==> src/rtl/serial_demux_pkg.sv <==
// Shared constants for the serial feeder and the 1-to-4 demux decoder.
// Holds the state encoding, channel count, destination width and counter sizing.
package serial_demux_pkg;

    typedef enum logic [1:0] {
        ST_IDLE  = 2'd0,
        ST_SHIFT = 2'd1,
        ST_GAP   = 2'd2
    } state_e;

    localparam int NUM_CH = 4;
    localparam int DEST_W = 2;

    // Counter only ever holds WIDTH-1 (bit index) or GAP-1 (idle cycles).
    function automatic int cnt_width(input int width, input int gap);
        int need;
        need = (width - 1 > gap - 1) ? width - 1 : gap - 1;
        return ($clog2(need + 1) < 1) ? 1 : $clog2(need + 1);
    endfunction

endpackage

==> src/rtl/seq_down_counter.sv <==
// Loadable down-counter with a zero flag.
// Decrement is suppressed at zero, so the count never wraps.
module seq_down_counter #(
    parameter int W = 4
) (
    input  logic         clk,
    input  logic         rst_n,
    input  logic         load,
    input  logic [W-1:0] load_val,
    input  logic         dec,
    output logic         zero
);

    logic [W-1:0] cnt_q, cnt_d;

    always_comb begin
        cnt_d = cnt_q;
        if (load)
            cnt_d = load_val;
        else if (dec && (cnt_q != '0))
            cnt_d = cnt_q - 1'b1;
    end

    always_ff @(posedge clk or negedge rst_n) begin
        if (!rst_n) cnt_q <= '0;
        else        cnt_q <= cnt_d;
    end

    assign zero = (cnt_q == '0);

endmodule

==> src/rtl/serial_demux_feeder.sv <==
// Serializes destination-tagged words MSB-first toward the 1-to-4 demux decoder,
// with a programmable idle gap after each word.
module serial_demux_feeder
    import serial_demux_pkg::*;
#(
    parameter int WIDTH = 8,
    parameter int GAP   = 1
) (
    input  logic              clk,
    input  logic              rst_n,
    input  logic              in_valid,
    output logic              in_ready,
    input  logic [WIDTH-1:0]  in_data,
    input  logic [DEST_W-1:0] in_dest,
    output logic              bit_out,
    output logic [DEST_W-1:0] sel_out,
    output logic              bit_valid,
    output logic              last,
    output logic              busy
);

    localparam int               CNT_W    = cnt_width(WIDTH, GAP);
    localparam logic [CNT_W-1:0] SHIFT_LD = CNT_W'(WIDTH - 1);
    localparam logic [CNT_W-1:0] GAP_LD   = CNT_W'((GAP > 0) ? GAP - 1 : 0);
    localparam bit               HAS_GAP  = (GAP > 0);

    state_e              state_q, state_d;
    logic [WIDTH-1:0]    shift_q, shift_d;
    logic [DEST_W-1:0]   sel_q, sel_d;
    logic                cnt_load, cnt_dec, cnt_zero;
    logic [CNT_W-1:0]    cnt_val;

    seq_down_counter #(.W(CNT_W)) u_cnt (
        .clk      (clk),
        .rst_n    (rst_n),
        .load     (cnt_load),
        .load_val (cnt_val),
        .dec      (cnt_dec),
        .zero     (cnt_zero)
    );

    always_comb begin
        state_d  = state_q;
        shift_d  = shift_q;
        sel_d    = sel_q;
        cnt_load = 1'b0;
        cnt_val  = SHIFT_LD;
        cnt_dec  = 1'b0;
        case (state_q)
            ST_IDLE: begin
                if (in_valid) begin
                    shift_d  = in_data;
                    sel_d    = in_dest;
                    cnt_load = 1'b1;
                    cnt_val  = SHIFT_LD;
                    state_d  = ST_SHIFT;
                end
            end
            ST_SHIFT: begin
                shift_d = {shift_q[WIDTH-2:0], 1'b0};
                if (cnt_zero) begin
                    if (HAS_GAP) begin
                        state_d  = ST_GAP;
                        cnt_load = 1'b1;
                        cnt_val  = GAP_LD;
                    end else begin
                        state_d = ST_IDLE;
                    end
                end else begin
                    cnt_dec = 1'b1;
                end
            end
            ST_GAP: begin
                if (cnt_zero) state_d = ST_IDLE;
                else          cnt_dec = 1'b1;
            end
            default: state_d = ST_IDLE;
        endcase
    end

    always_ff @(posedge clk or negedge rst_n) begin
        if (!rst_n) begin
            state_q <= ST_IDLE;
            shift_q <= '0;
            sel_q   <= '0;
        end else begin
            state_q <= state_d;
            shift_q <= shift_d;
            sel_q   <= sel_d;
        end
    end

    // Outputs decode from registers only; bit_out is gated so idle reads 0.
    assign in_ready  = (state_q == ST_IDLE);
    assign busy      = (state_q != ST_IDLE);
    assign bit_valid = (state_q == ST_SHIFT);
    assign bit_out   = bit_valid & shift_q[WIDTH-1];
    assign last      = bit_valid & cnt_zero;
    assign sel_out   = sel_q;

endmodule

==> config.mk <==
export PLATFORM = sky130hd
export DESIGN_NAME = serial_demux_feeder
export DESIGN_NICKNAME = d
export VERILOG_FILES = /design/src/rtl/serial_demux_pkg.sv /design/src/rtl/seq_down_counter.sv /design/src/rtl/serial_demux_feeder.sv
export SDC_FILE = /design/constraint.sdc
export NUM_CORES = 1
export LEC_CHECK = 0
export ABC_AREA = 0
export CELL_PAD_IN_SITES_DETAIL_PLACEMENT = 0
export CELL_PAD_IN_SITES_GLOBAL_PLACEMENT = 1
export CORE_ASPECT_RATIO = 0.9
export CORE_MARGIN = 5
export CORE_UTILIZATION = 34
export DETAILED_ROUTE_END_ITERATION = 10
export MAX_ROUTING_LAYER = met4
export PLACE_DENSITY_LB_ADDON = 0.1
export SLEW_MARGIN = 30
export SYNTH_ARGS = -nofsm -noshare
export SYNTH_HDL_FRONTEND = slang
export SYNTH_HIERARCHICAL = 1
export SYNTH_SLANG_ARGS = --single-unit
==> constraint.sdc <==
create_clock -name clk -period 2.1 [get_ports clk]
set_clock_uncertainty 0.15 [all_clocks]
set_input_delay 0.21 -clock clk [delete_from_list [all_inputs] [get_ports clk]]
set_output_delay 0.21 -clock clk [all_outputs]
set_load 0.05 [all_outputs]
# Word-level counts from Yosys, hierarchy flattened
# Index checks and enable logic that the tools add are counted.
[word_totals] register_bits=15 word_cells=38
[classes] add_sub_neg=1 eq_ne=5 n_mux=15 bitwise_logic=2 n_reduce_logical=11
[op_table] op="$pmux 8 s2" count=1
[op_table] op="$mux 3" count=4
[op_table] op="$mux 8" count=1
[op_table] op="$mux 2" count=3
[op_table] op="$pmux 2 s3" count=1
[op_table] op="$reduce_bool 2->1" count=3
[op_table] op="$mux 1" count=4
[op_table] op="$ne 2x2->1 const B" count=2
[op_table] op="$reduce_and 2->1" count=2
[op_table] op="$logic_not 3->1" count=1
[op_table] op="$reduce_and 3->1" count=1
[op_table] op="$reduce_bool 3->1" count=1
[op_table] op="$sub 3x1->3 const B" count=1
[op_table] op="$and 1x1->1" count=2
[op_table] op="$eq 2x1->1 const B" count=1
[op_table] op="$eq 2x2->1 const B" count=1
[op_table] op="$logic_not 2->1" count=1
[op_table] op="$ne 2x1->1 const B" count=1
[op_table] op="$pmux 1 s2" count=1
[op_table] op="$reduce_or 2->1" count=1
[op_table] op="$logic_and 1x1->1" count=1

# Depth between registers and ports, before layout
# Gate-level depths: netlist (run 1).
[logic_depth] ltp_word=6 mapped_depth=8 mapped_depth_nobuf=7

# Hierarchy
# The synthesis (run 1) kept the hierarchy.
[by_module_without_submodules] mod="serial_demux_feeder" instances=1 cells_per_inst=67 area_per_inst_um2=728.2
[by_module_without_submodules] mod="seq_down_counter" instances=1 cells_per_inst=19 area_per_inst_um2=207.7

# Worst setup path before layout (run 1)
# Ideal clock, no wire load.
[synth_timing] kind="reg-to-reg" from="register state_q[0]" to="register u_cnt.cnt_q[0]" setup_ns=0.126 t_arrival_ns=2.145 path_slack_ns=-0.321 stages_incl_launch_ff=9 path_buffers=2 path_cell_list="dfrtp_1 > inv_1 > ha_1 > buf_4 > nor2_1 > o21ai_0 > buf_6 > and2b_4 > a221o_1"
[synth_lines] item="start: declaration" line="serial_demux_feeder.sv:27" text="state_e state_q, state_d;"
[synth_lines] item="start signal: assignment" line="serial_demux_feeder.sv:87" text="state_q <= state_d;"
[synth_lines] item="$logic_not 2->1 (*)"
[synth_lines] item="net in_ready" line="serial_demux_feeder.sv:12" text="output logic in_ready,"
[synth_lines] item="$pmux 1 s2 (*)" line="serial_demux_feeder.sv:49" text="case (state_q)"
[synth_lines] item="net cnt_load" line="serial_demux_feeder.sv:30" text="logic cnt_load, cnt_dec, cnt_zero;"
[synth_lines] item="$mux 3 / $reduce_bool 2->1 (equally long branches)"
[synth_lines] item="end signal: assignment" line="seq_down_counter.sv:26" text="else cnt_q <= cnt_d;"
[synth_lines] item="end: declaration" line="seq_down_counter.sv:14" text="logic [W-1:0] cnt_q, cnt_d;"
# Mark *: on every way through the listed nets, which the timed path passes. The rest lies on a longest branch.
# A chain may end at the register's enable or synchronous reset.

# Final worst setup path (run 1)
[layout_timing] from="register u_cnt.cnt_q[1]" to="output last"
[layout_between] elab_chain_cells=2
[layout_rtl] item="$logic_not 3->1" line="seq_down_counter.sv:29" text="assign zero = (cnt_q == '0);"
[layout_rtl] item="net cnt_zero" line="serial_demux_feeder.sv:30"
[layout_rtl] item="$and 1x1->1" line="serial_demux_feeder.sv:98" text="assign last = bit_valid & cnt_zero;"
[layout_rtl] item="end: declaration" line="serial_demux_feeder.sv:18" text="output logic last,"
# The timed path passes the listed nets, and every way through them passes these cells.

==> impl_metrics.prom, run 1 <==
# TYPE chip_impl_metric gauge
chip_impl_metric{name="die_area",unit="sq um"} 3900
chip_impl_info{name="synthMostInstantiatedCell",value="sky130_fd_sc_hd__dfrtp_1"} 1
chip_impl_metric{name="post_dr_vias_cell",unit=""} 5.26
chip_impl_metric{name="cp.buffers_inverters",unit=""} 4
chip_impl_metric{name="wirelength",unit="um"} 1930
chip_impl_info{name="crit_start",value="u_cnt/cnt_q[1]"} 1
chip_impl_metric{name="clock_sink_count",unit=""} 15
chip_impl_info{name="worst_setup_path_start_kind",value="register"} 1
chip_impl_metric{name="globalRouteTotalUtil",unit="%"} 11.9
chip_impl_metric{name="grt_overflow",unit=""} 0
chip_impl_metric{name="core_area",unit="sq um"} 2700
chip_impl_metric{name="initial_utilization",unit="%"} 34.6
chip_impl_metric{name="cap_violations",unit=""} 0
chip_impl_metric{name="asyncSetResetFlopFracSynth",unit="%"} 100
chip_impl_metric{name="gpl.final_weighted_congestion",unit=""} 0.775
chip_impl_metric{name="ctsHoldBuffers",unit=""} 0
chip_impl_info{name="cts_root_buffer",value="sky130_fd_sc_hd__clkbuf_4"} 1
chip_impl_metric{name="placed_cells",unit=""} 135
chip_impl_info{name="critical-path-slowest-cell",value="sky130_fd_sc_hd__dfrtp_1"} 1
chip_impl_metric{name="cp_data_arrival_time",unit="ns"} 1.57
chip_impl_metric{name="floorplan.die.height",unit="um"} 59.8
chip_impl_metric{name="grt_pass1_wl",unit="um"} 3370
chip_impl_info{name="timing.rr.start",value="state_q[1]"} 1
chip_impl_info{name="worstSetupEndpointType",value="output port"} 1
chip_impl_metric{name="synth-warning-count",unit=""} 6
chip_impl_metric{name="finalSetupViolCount",unit=""} 0
chip_impl_info{name="most_prevalent_standard_cell_on_the_critical_path",value="sky130_fd_sc_hd__inv_1"} 1
chip_impl_metric{name="worst_ep_required_time",unit="ns"} 1.74
chip_impl_metric{name="detailedPlacementHpwl",unit="um"} 1450
chip_impl_metric{name="cts_max_path_buffers",unit=""} 2
chip_impl_info{name="hold_path_class",value="in2async"} 1
chip_impl_metric{name="max_rail_drop_vdd",unit="uV"} 843
chip_impl_metric{name="boundaryPins",unit=""} 20
chip_impl_info{name="critical_path_cell_sequence",value="inv_1 > ha_1 > ha_2 > nand2_1 > buf_4 > inv_1 > buf_12"} 1
chip_impl_metric{name="io_buffers",unit=""} 19
chip_impl_metric{name="design_area",unit="sq um"} 1230
chip_impl_metric{name="power_density",unit="nW/um^2"} 1680
chip_impl_metric{name="drive_above_1_share",unit="%"} 22.9
chip_impl_metric{name="synthDistinctLibCells",unit=""} 26
chip_impl_info{name="rsz0062_at_grt",value="false"} 1
chip_impl_metric{name="ant_nets",unit=""} 0
chip_impl_metric{name="finalPower",unit="mW"} 2.06
chip_impl_metric{name="grt_antenna_before_repair",unit=""} 0
chip_impl_metric{name="final_std_cells_w_o_fill",unit=""} 139
chip_impl_metric{name="ys_seq_elements",unit=""} 15
chip_impl_metric{name="finalNetCount",unit=""} 130
chip_impl_metric{name="hold_viol",unit=""} 0
chip_impl_metric{name="seq_area_frac_synth",unit="%"} 40.1
chip_impl_metric{name="detailroute.via_count",unit=""} 731
chip_impl_metric{name="grt_start_max_net_pins",unit=""} 16
chip_impl_metric{name="postSynthAreaPerCell",unit="sq um"} 10.9
chip_impl_metric{name="drt-wirelength-per-cell",unit="um"} 13.8
chip_impl_metric{name="post_route_drc",unit=""} 0
chip_impl_metric{name="instance_area_after_placement",unit="sq um"} 1200
chip_impl_metric{name="clock_insertion_delay_worst_skew",unit="ns"} 0.29
chip_impl_metric{name="synthesis.nets",unit=""} 106
chip_impl_metric{name="power_leakage",unit="nW"} 0.507
chip_impl_metric{name="post-route-min-period",unit="ns"} 1.93
chip_impl_metric{name="clk_pin_slew_worst_paths",unit="ns"} 0.10
chip_impl_metric{name="worst_pin_slew",unit="ns"} 0.496
chip_impl_metric{name="synth-edff-count",unit=""} 0
chip_impl_metric{name="areaGrowthSynthToFinish",unit="%"} 31.3
chip_impl_info{name="tritoncts",value="built"} 1
chip_impl_metric{name="setup_tns",unit="ns"} 0
chip_impl_metric{name="min_period_over_period",unit="%"} 91.8
chip_impl_metric{name="fmax",unit="MHz"} 519
chip_impl_metric{name="remaining_max_slew_budget_at_the_tightest_pin",unit="%"} 66.9
chip_impl_info{name="synth_commonest_cells",value="sky130_fd_sc_hd__dfrtp_1 (15), sky130_fd_sc_hd__ha_1 (7), sky130_fd_sc_hd__inv_1 (7), sky130_fd_sc_hd__o22a_1 (7), sky130_fd_sc_hd__nor2b_1 (5)"} 1
chip_impl_metric{name="initial_drt_pass_iterations",unit=""} 4
chip_impl_metric{name="antenna_cells_inserted",unit=""} 0
chip_impl_metric{name="timing.final.max_slew_violations",unit=""} 0
chip_impl_info{name="yosys.area.top_type",value="sky130_fd_sc_hd__dfrtp_1"} 1
chip_impl_metric{name="chipWidth",unit="um"} 65.3
chip_impl_info{name="worstSetupPathType",value="reg2out"} 1
chip_impl_metric{name="cts_buffers",unit=""} 3
chip_impl_metric{name="first_global_vias",unit=""} 725
chip_impl_info{name="post_synth_main_area_contributors",value="sky130_fd_sc_hd__dfrtp_1 (40%), sky130_fd_sc_hd__ha_1 (9.4%), sky130_fd_sc_hd__o22a_1 (6.6%), sky130_fd_sc_hd__o221a_1 (4.8%), sky130_fd_sc_hd__o221a_2 (3.6%)"} 1
chip_impl_info{name="synth-main-ff-cell",value="sky130_fd_sc_hd__dfrtp_1"} 1
chip_impl_info{name="outcome",value="complete, no violations"} 1
chip_impl_metric{name="yosysTopAreaCellShare",unit="%"} 40.1
chip_impl_metric{name="max_stage_delay",unit="ns"} 0.40
chip_impl_info{name="worst_path_dominant_cell_family",value="buffers and inverters"} 1
chip_impl_metric{name="detail_route.iter0.violations",unit=""} 52
chip_impl_metric{name="cp_max_fo",unit=""} 7
chip_impl_metric{name="postSynthCellCount",unit=""} 86
chip_impl_metric{name="cts_max_level",unit=""} 1
chip_impl_metric{name="fp-row-count",unit=""} 18
chip_impl_metric{name="mappedNetlistArea",unit="sq um"} 936
==> worst reg2reg max path, delay by kind of cell (launching register included) <==
family	cells	cell delay (ns)
buffers and inverters	1	0.17
DFF	1	0.40
AOI/OAI and AO/OA	2	0.51
and+or+nand+nor	2	0.27
adders and majority gates	1	0.27
==> registers in the layout (all words and copies together) (netlist names) <==
register	cells
state_q	2
shift_q	8
u_cnt/cnt_q	3
sel_out	2
==> power by group <==
group          internal, mW  total, mW  switching, mW  leakage, nW
Clock                0.0708      0.165         0.0947       0.0177
Combinational         0.655       1.38          0.725        0.318
Sequential            0.432      0.516         0.0837        0.172
Total                  1.16       2.06          0.904        0.507
==> layout make-up <==
class                      instances  area, sq um
multi-input combinational         60          517
inverter                           7         26.3
fill                             279         1470
sequential                        15          375
tap                               30         37.5
clock inverter                     1         5.00
clock buffer                       3         22.5
timing repair buffer              23          245
==> per-layer routing <==
| metal | wire (um) | vias to the layer above | share of wire, % | GRT usage (%) |
|---|---|---|---|---|
| li1 | - | 363 | - | - |
| met1 | 962 | 341 | 50 | 16.1 |
| met2 | 794 | 23 | 41 | 15.3 |
| met3 | 139 | 4 | 7.2 | 5.45 |
| met4 | 29 | 0 | 1.5 | 4.44 |
| met5 | 0 | - | 0 | - |
==> cells by family after synthesis <==
kind of cell / synth area share, %
mux: 2.41
compound gates: 22.1
buf+inv: 6.55
fa+ha+maj: 9.36
flops: 40.1
simple gates: 19.5
==> stage by stage <==
stage	setup slack (ns)	util [%]	hold WS (ns)
after floorplan	0.00762	-	-0.236
after global placement	0.206	44.3	0.338
after detailed placement	0.205	44.3	0.347
after CTS	0.0343	45.3	0.0459
after global routing	0.0317	45.5	0.0591
final	0.173	45.5	0.0436
==> path summary, 6_finish.rpt <==
check                            endpoint  slack, ns  cells past startpoint
max                                  last       0.17                      7
min                            shift_q[4]       0.04                      1
max reg2reg                u_cnt/cnt_q[0]       0.22                      6
min reg2reg                    sel_out[0]       0.36                      1
max in group asynchronous  u_cnt/cnt_q[0]       1.29                      2
min in group clk               sel_out[0]       0.36                      1
==> cell usage in the layout, fill, tap and decap left out, types with 2 or more instances in the layout <==
cell,instances
sky130_fd_sc_hd__nor2b_1,5
sky130_fd_sc_hd__a221o_1,3
sky130_fd_sc_hd__inv_1,7
sky130_fd_sc_hd__nor2_1,3
sky130_fd_sc_hd__nand2_1,3
sky130_fd_sc_hd__mux2_2,2
sky130_fd_sc_hd__buf_4,6
sky130_fd_sc_hd__o221a_2,3
sky130_fd_sc_hd__clkdlybuf4s50_1,14
sky130_fd_sc_hd__dfrtp_1,15
sky130_fd_sc_hd__ha_1,4
sky130_fd_sc_hd__nand2b_1,4
sky130_fd_sc_hd__o221a_1,4
sky130_fd_sc_hd__buf_12,3
sky130_fd_sc_hd__o22a_1,7
sky130_fd_sc_hd__nand3b_1,4
sky130_fd_sc_hd__o21ai_0,4
sky130_fd_sc_hd__nor4b_1,3
sky130_fd_sc_hd__clkbuf_4,3
sky130_fd_sc_hd__ha_2,2
==> repair_timing <==
action,4_1_cts,5_1_grt
buffers inserted,0,0
gates resized for setup,0,2
endpoints found under the setup margin,0,4
Power figures use the tool's default switching activity.
==> run 2: changes to the inputs <==
--- a/config.mk
+++ b/config.mk
@@ -14,7 +14,6 @@
 export DETAILED_ROUTE_END_ITERATION = 10
 export MAX_ROUTING_LAYER = met4
 export PLACE_DENSITY_LB_ADDON = 0.1
-export SLEW_MARGIN = 30
 export SYNTH_ARGS = -nofsm -noshare
 export SYNTH_HDL_FRONTEND = slang
 export SYNTH_HIERARCHICAL = 1
==> results of run 2 <==
Same layout as run 1: the final DEF is identical, and so are final timing and power.
